`src/rtl/bits_to_bytes_packer.sv`:
```
`default_nettype none
// ============================================================================
// Module      : bits_to_bytes_packer
// Description : Streaming packer that gathers LSB-first IN_W-bit chunks into
//               bytes with valid/ready on both sides. A message ends on an
//               input beat flagged in_last; the trailing partial byte is
//               zero-padded and marked with out_last. Counts bytes per
//               message and raises a sticky error once the message grows
//               past BYTE_COUNT bytes.
// Revision    : 1.0 - initial release
// ============================================================================
module bits_to_bytes_packer #(
  parameter int IN_W       = 1,
  parameter int BYTE_COUNT = 128,
  localparam int CNT_W     = $clog2(BYTE_COUNT) + 1
) (
  input  logic             clk,
  input  logic             rst,
  input  logic             in_valid,
  output logic             in_ready,
  input  logic [IN_W-1:0]  in_bits,
  input  logic             in_last,
  output logic             out_valid,
  input  logic             out_ready,
  output logic [7:0]       out_byte,
  output logic             out_last,
  output logic [CNT_W-1:0] byte_cnt,
  output logic             err
);

  typedef enum logic [0:0] {
    ST_ACCUM = 1'b0,
    ST_FLUSH = 1'b1
  } state_t;

  localparam logic [CNT_W-1:0] C_CNT_LIMIT = CNT_W'(BYTE_COUNT);
  localparam logic [CNT_W-1:0] C_CNT_MAX   = {CNT_W{1'b1}};
  localparam logic [3:0]       C_IN_W      = 4'(IN_W);

  state_t           state_q, state_d;
  logic [14:0]      acc_q, acc_d;     // bit 0 is the earliest buffered bit
  logic [3:0]       fill_q, fill_d;   // number of valid bits in acc_q
  logic [CNT_W-1:0] cnt_q, cnt_d;
  logic             clr_q, clr_d;     // last byte just handed off
  logic             err_q, err_d;

  logic             w_in_fire;
  logic             w_out_fire;
  logic [14:0]      w_acc_pop;
  logic [3:0]       w_fill_pop;
  logic [14:0]      w_in_ext;

  // Handshake outputs derived from the current state and fill level.
  always_comb begin
    in_ready  = 1'b0;
    out_valid = 1'b0;
    out_last  = 1'b0;
    case (state_q)
      ST_ACCUM: begin
        // out_ready feeds in_ready directly so a full byte and a new chunk
        // can move in the same cycle.
        in_ready  = (fill_q < 4'd8) | out_ready;
        out_valid = (fill_q >= 4'd8);
      end
      ST_FLUSH: begin
        out_valid = (fill_q != 4'd0);
        out_last  = (fill_q != 4'd0) && (fill_q <= 4'd8);
      end
      default: begin
        in_ready  = 1'b0;
        out_valid = 1'b0;
        out_last  = 1'b0;
      end
    endcase
  end

  assign out_byte   = acc_q[7:0];
  assign byte_cnt   = cnt_q;
  assign err        = err_q;
  assign w_in_fire  = in_valid & in_ready;
  assign w_out_fire = out_valid & out_ready;
  assign w_in_ext   = {{(15-IN_W){1'b0}}, in_bits};

  // Next-state: pop the head byte first, then append the new chunk above
  // whatever remains, then resolve state and byte-counter updates.
  always_comb begin
    w_acc_pop  = acc_q;
    w_fill_pop = fill_q;
    if (w_out_fire) begin
      w_acc_pop  = acc_q >> 8;
      // Saturate at zero: the padded final byte may hold fewer than 8 bits.
      w_fill_pop = (fill_q >= 4'd8) ? (fill_q - 4'd8) : 4'd0;
    end

    acc_d  = w_acc_pop;
    fill_d = w_fill_pop;
    if (w_in_fire) begin
      acc_d  = w_acc_pop | (w_in_ext << w_fill_pop);
      fill_d = w_fill_pop + C_IN_W;
    end

    state_d = state_q;
    case (state_q)
      ST_ACCUM: begin
        if (w_in_fire && in_last) begin
          state_d = ST_FLUSH;
        end
      end
      ST_FLUSH: begin
        if (w_out_fire && out_last) begin
          state_d = ST_ACCUM;
          acc_d   = 15'd0;
          fill_d  = 4'd0;
        end
      end
      default: state_d = ST_ACCUM;
    endcase

    // The count shows the full message length for one cycle after the
    // last byte, then returns to zero for the next message.
    cnt_d = clr_q ? {CNT_W{1'b0}} : cnt_q;
    if (w_out_fire && (cnt_d != C_CNT_MAX)) begin
      cnt_d = cnt_d + 1'b1;
    end
    clr_d = w_out_fire & out_last;
    err_d = err_q | (w_out_fire & (cnt_q == C_CNT_LIMIT));
  end

  // State and datapath registers with synchronous reset.
  always_ff @(posedge clk) begin
    if (rst) begin
      state_q <= ST_ACCUM;
      acc_q   <= 15'd0;
      fill_q  <= 4'd0;
      cnt_q   <= {CNT_W{1'b0}};
      clr_q   <= 1'b0;
      err_q   <= 1'b0;
    end else begin
      state_q <= state_d;
      acc_q   <= acc_d;
      fill_q  <= fill_d;
      cnt_q   <= cnt_d;
      clr_q   <= clr_d;
      err_q   <= err_d;
    end
  end

endmodule
`default_nettype wire
```
`config.mk`:
```
export PLATFORM = sky130hd
export DESIGN_NAME = bits_to_bytes_packer
export DESIGN_NICKNAME = d
export VERILOG_FILES = /design/src/rtl/bits_to_bytes_packer.sv
export SDC_FILE = /design/constraint.sdc
export NUM_CORES = 1
export LEC_CHECK = 0
export ABC_AREA = 1
export BUFFER_PORTS_ARGS = -buffer_cell sky130_fd_sc_hd__buf_2
export CELL_PAD_IN_SITES_DETAIL_PLACEMENT = 0
export CELL_PAD_IN_SITES_GLOBAL_PLACEMENT = 2
export CORE_MARGIN = 3
export CORE_UTILIZATION = 29
export CTS_CLUSTER_SIZE = 30
export DETAILED_ROUTE_END_ITERATION = 8
export PLACE_DENSITY_LB_ADDON = 0.25
export REMOVE_ABC_BUFFERS = 1
export SLEW_MARGIN = 20
export SYNTH_ARGS = -nofsm -noshare
export SYNTH_HDL_FRONTEND = slang
export SYNTH_SLANG_ARGS = --single-unit
export TNS_END_PERCENT = 50
```
`constraint.sdc`:
```
create_clock -name clk -period 1.7 [get_ports clk]
set_input_delay 0.17 -clock clk [delete_from_list [all_inputs] [get_ports clk]]
set_output_delay 0.17 -clock clk [all_outputs]
set_load 0.02 [all_outputs]
```
==> summary.md <==
The initial cell density of the core came out at 0.305. The first global-routing pass estimated 6450 um of wire. The kind of start point of the critical path is a flip-flop.

The hold violation total from the final report came out at 0. In this run the tool buffered the top-level ports with 25 buffer cells. The worst max-slew margin expressed relative to the limit came out at 0.757. Fraction of final layout cells with drive strength greater than 1: 0.368.

The stage delay of the slowest cell on the critical path is 340 ps. The design area is 1980 um2. For this run, design rule violations remaining after detail routing come to 0. The post-route fraction of the period consumed by the critical path was 0.978.

From left edge to right edge, the die measures 79.7 um. The worst-path cell with the longest stage delay is dfxtp_2. In this run the remaining antenna-violating nets after routing total 0. After synthesis the cells add up to 1580 um2.

The routed wire length per instance was 12.4 um; the placer's final routability congestion estimate was 0.839. Setup violations remaining at the end of the flow were counted as 0. The fmax was 0.601 GHz; the multi-input gate area in the final layout was 852 um2.

Across the whole layout, storage elements account for 604 um2. The max-slew violation total from the final report was 0; the internal power was 1.12 mW. The routed design could run at a clock period as short as 1660 ps.

The logs give 0.389 for the share of power burned in the clock network and 5 for the TritonCTS buffer count. TritonCTS built the clock tree. The post-route core utilization is 0.382, and the die span in y is 79.7 um.

The most critical setup path has its startpoint at byte_cnt[1]. After clock tree synthesis, the clock-pin slew on the worst setup and hold paths is 60 ps. The detailed router put a total of 2110 um of wire on met1.

The run gives 0 as the number of max-cap violations. The area growth from synthesis to layout is 25.5%. The number of antenna diodes in the final layout is 0. The run gives 0 ps as the post-route setup TNS. The run gives 0.381 as the sequential element share of the synthesized area. For the required time at the worst-slack endpoint, the log shows 1910 ps. The run gives 0 as the initial antenna violation count. The run gives 1870 ps as the data arrival time at the worst-slack endpoint. In this run the most critical hold path is launched from in_last. For the maximum number of pins on one net before global-route repair, the log shows 18.

The tools report the final net count as 246. The min-delay analysis places its worst path in the category in2reg. The source-to-sink clock delay at the later pin of the worst-skew pair was 280 ps; the reported leakage power was 0.896 nW. The mean area per synthesized cell works out to 7.73 um2. The clock net in this run drives a total of 30 sinks. Number of filler cells placed in the layout: 574.

The core region is 5170 um2. The count of cell types in the netlist is 34, and the maximum clock path buffer count is 2. Across the VDD grid, the largest voltage drop is 0.345 mV. The via count of the first global-routing pass was 1310. The share of power burned in registers is 0.476, and the total power divided by cell area is 774 nW/um2.

The signal on the critical path passes through inv_2 > nor2_4 > ha_4 > nand3_4 > nor3_4 > nand2_2 > o21ai_4 > buf_6 > nand2_1 > a21oi_1. Setup repair after global routing could not meet its margin everywhere. Of all nets on the critical path, the largest fanout is 5.

The routed length on met2 was 1550 um. The routed design uses 140 um of met3 wire. The aggregate global-route resource usage came out at 0.130.

Critical setup path kind: reg2reg. The root buffer cell chosen for the clock tree is clkbuf_8. The logs give 26 for the number of placement rows and 0.135 for the power share of the combinational group. The tools report the setup skew after layout as 9.43 ps. STA classifies the critical path endpoint as a flip-flop. The total placed instance area is 1800 um2, and the switching power of the nets is 413 uW.

The highest routing layer actually used was met4. The net switching share of the total power was 0.269. Post-detailed-routing wire length: 3830 um.

The run finished with clean final reports. The logs give 204 for the number of cells produced by synthesis and 0 for the number of warnings printed during yosys synthesis. Global routing finished with a remaining overflow of 0. For this block, the initial DRC count from the detailed router was 46. Before antenna repair, the detailed router went through 4 iterations. The H-tree was split into 2 levels. The die area was 6360 um2; the synthesis-stage register bit count was 30. 26 I/O pins were placed.

The startpoint of the worst-slack reg-to-reg timing path was byte_cnt[1]. The slew at the pin with the worst max-slew slack was 361 ps. Detailed-placement wirelength estimate: 2830 um. Dividing the detail-routed via count by the number of cells gives 4.48. The total vias in the final route is 1385.
worst max-delay path, delay by kind of cell, from the launching register on:
kind | cells | cell delay, ps
compound gates | 2 | 350
buf+inv | 2 | 200
fa+ha+maj | 1 | 160
flops | 1 | 340
simple gates | 5 | 540
per-stage QoR:
step	worst slack [ps]	hold WS, ps	power [mW]	std cells
after global placement	92.7	421	0.946	300
final	37.0	152	1.53	309
after detailed placement	73.5	421	0.942	300
after global routing	-67.7	170	1.61	309
after floorplan	-115	239	0.870	192
after CTS	31.5	139	1.55	308
per-layer routing:
metal  up-vias  track usage
met3         4       0.0395
met4         0       0.0389
met2        25        0.171
met1       636        0.197
met5         -            0
li1        720            -
logic make-up (layout without fill, tap and decap cells):
family,count (synthesis),count (layout),share of synthesized area
AND/OR/NAND/NOR,98,98,0.317
buffers and inverters,38,73,0.120
flip-flops,30,30,0.381
AO/OA/AOI/OAI,24,24,0.0936
multiplexers,7,7,0.0444
XOR/XNOR,5,5,0.0278
adder cells (fa/ha/maj),2,2,0.0159
cell usage after synthesis:
| library cell | instances | area share |
|---|---|---|
| clkbuf_1 | 1 | 0.0024 |
| ha_1 | 2 | 0.016 |
| a31oi_1 | 1 | 0.0040 |
| a21oi_2 | 2 | 0.011 |
| nor3b_2 | 1 | 0.0079 |
| nand2_4 | 2 | 0.014 |
| a31oi_2 | 1 | 0.0079 |
| nor3_2 | 3 | 0.019 |
| nand3_1 | 10 | 0.032 |
| dfxtp_1 | 30 | 0.38 |
| inv_1 | 19 | 0.045 |
| clkinv_4 | 1 | 0.0056 |
| inv_2 | 5 | 0.012 |
| nor2_2 | 2 | 0.0079 |
| xor2_1 | 3 | 0.017 |
| nor3_1 | 2 | 0.0063 |
| nor2_1 | 31 | 0.074 |
| nand3_4 | 1 | 0.011 |
| nor4_1 | 2 | 0.0079 |
| o21ai_0 | 3 | 0.0095 |
| o21ai_1 | 1 | 0.0032 |
| nor2_4 | 1 | 0.0071 |
| xnor2_1 | 2 | 0.011 |
| a21oi_1 | 15 | 0.048 |
| nand2_2 | 4 | 0.016 |
| nand3_2 | 3 | 0.019 |
| o21ai_4 | 1 | 0.010 |
| mux2i_1 | 7 | 0.044 |
| buf_1 | 1 | 0.0024 |
| nand4_1 | 6 | 0.024 |
| buf_6 | 1 | 0.0071 |
| nand2_1 | 30 | 0.071 |
| clkinv_1 | 1 | 0.0024 |
| buf_4 | 9 | 0.043 |
sequential cells by signal (all words and copies together), names as in the netlist:
name and count:
fill_q 4, acc_q 15, clr_q 1, state_q 1, err 1, byte_cnt 8
layout make-up:
cell class	instances	share of cell area
multi-input combinational	136	0.431
sequential	30	0.306
timing repair buffer	39	0.120
inverter	26	0.0531
tap	70	0.0443
clock buffer	7	0.0436
clock inverter	1	0.00253
power groups by stage:
| stage | clock network (mW) | logic, mW | registers (mW) |
|---|---|---|---|
| 2_1_floorplan | 0 | 0.116 | 0.754 |
| 3_3_place_gp | 0 | 0.202 | 0.744 |
| 3_5_place_dp | 0 | 0.199 | 0.744 |
| 4_1_cts | 0.619 | 0.200 | 0.728 |
| 5_1_grt | 0.649 | 0.230 | 0.731 |
| 6_report | 0.596 | 0.207 | 0.729 |
what timing repair did:
item | in CTS | in global routing
buffers inserted | 0 | 1
endpoints found under the setup margin | 0 | 8
gates resized for setup | 0 | 24
hold buffers | 0 | 0
worst paths after layout:
check / cells after the start / end / slack [ps]
worst max-delay path: 10 / byte_cnt[3] / 40
worst min-delay path: 3 / state_q / 150
worst max register to register: 10 / byte_cnt[3] / 40
worst min register to register: 2 / acc_q[10] / 440
placed cells by master (no fill, tap or decap), types with 3 or more instances in the layout:
cell type	instances
nand3_2	3
nor2_4	3
a21oi_2	5
a21oi_1	12
nand2_2	7
xor2_1	3
nand4_1	6
buf_2	25
nand3_1	9
inv_1	17
nor2_1	29
buf_4	12
dfxtp_2	3
inv_2	6
dfxtp_1	27
clkbuf_8	6
nand2_1	27
mux2i_1	7
Note: power is estimated with default switching activity, not from simulation.
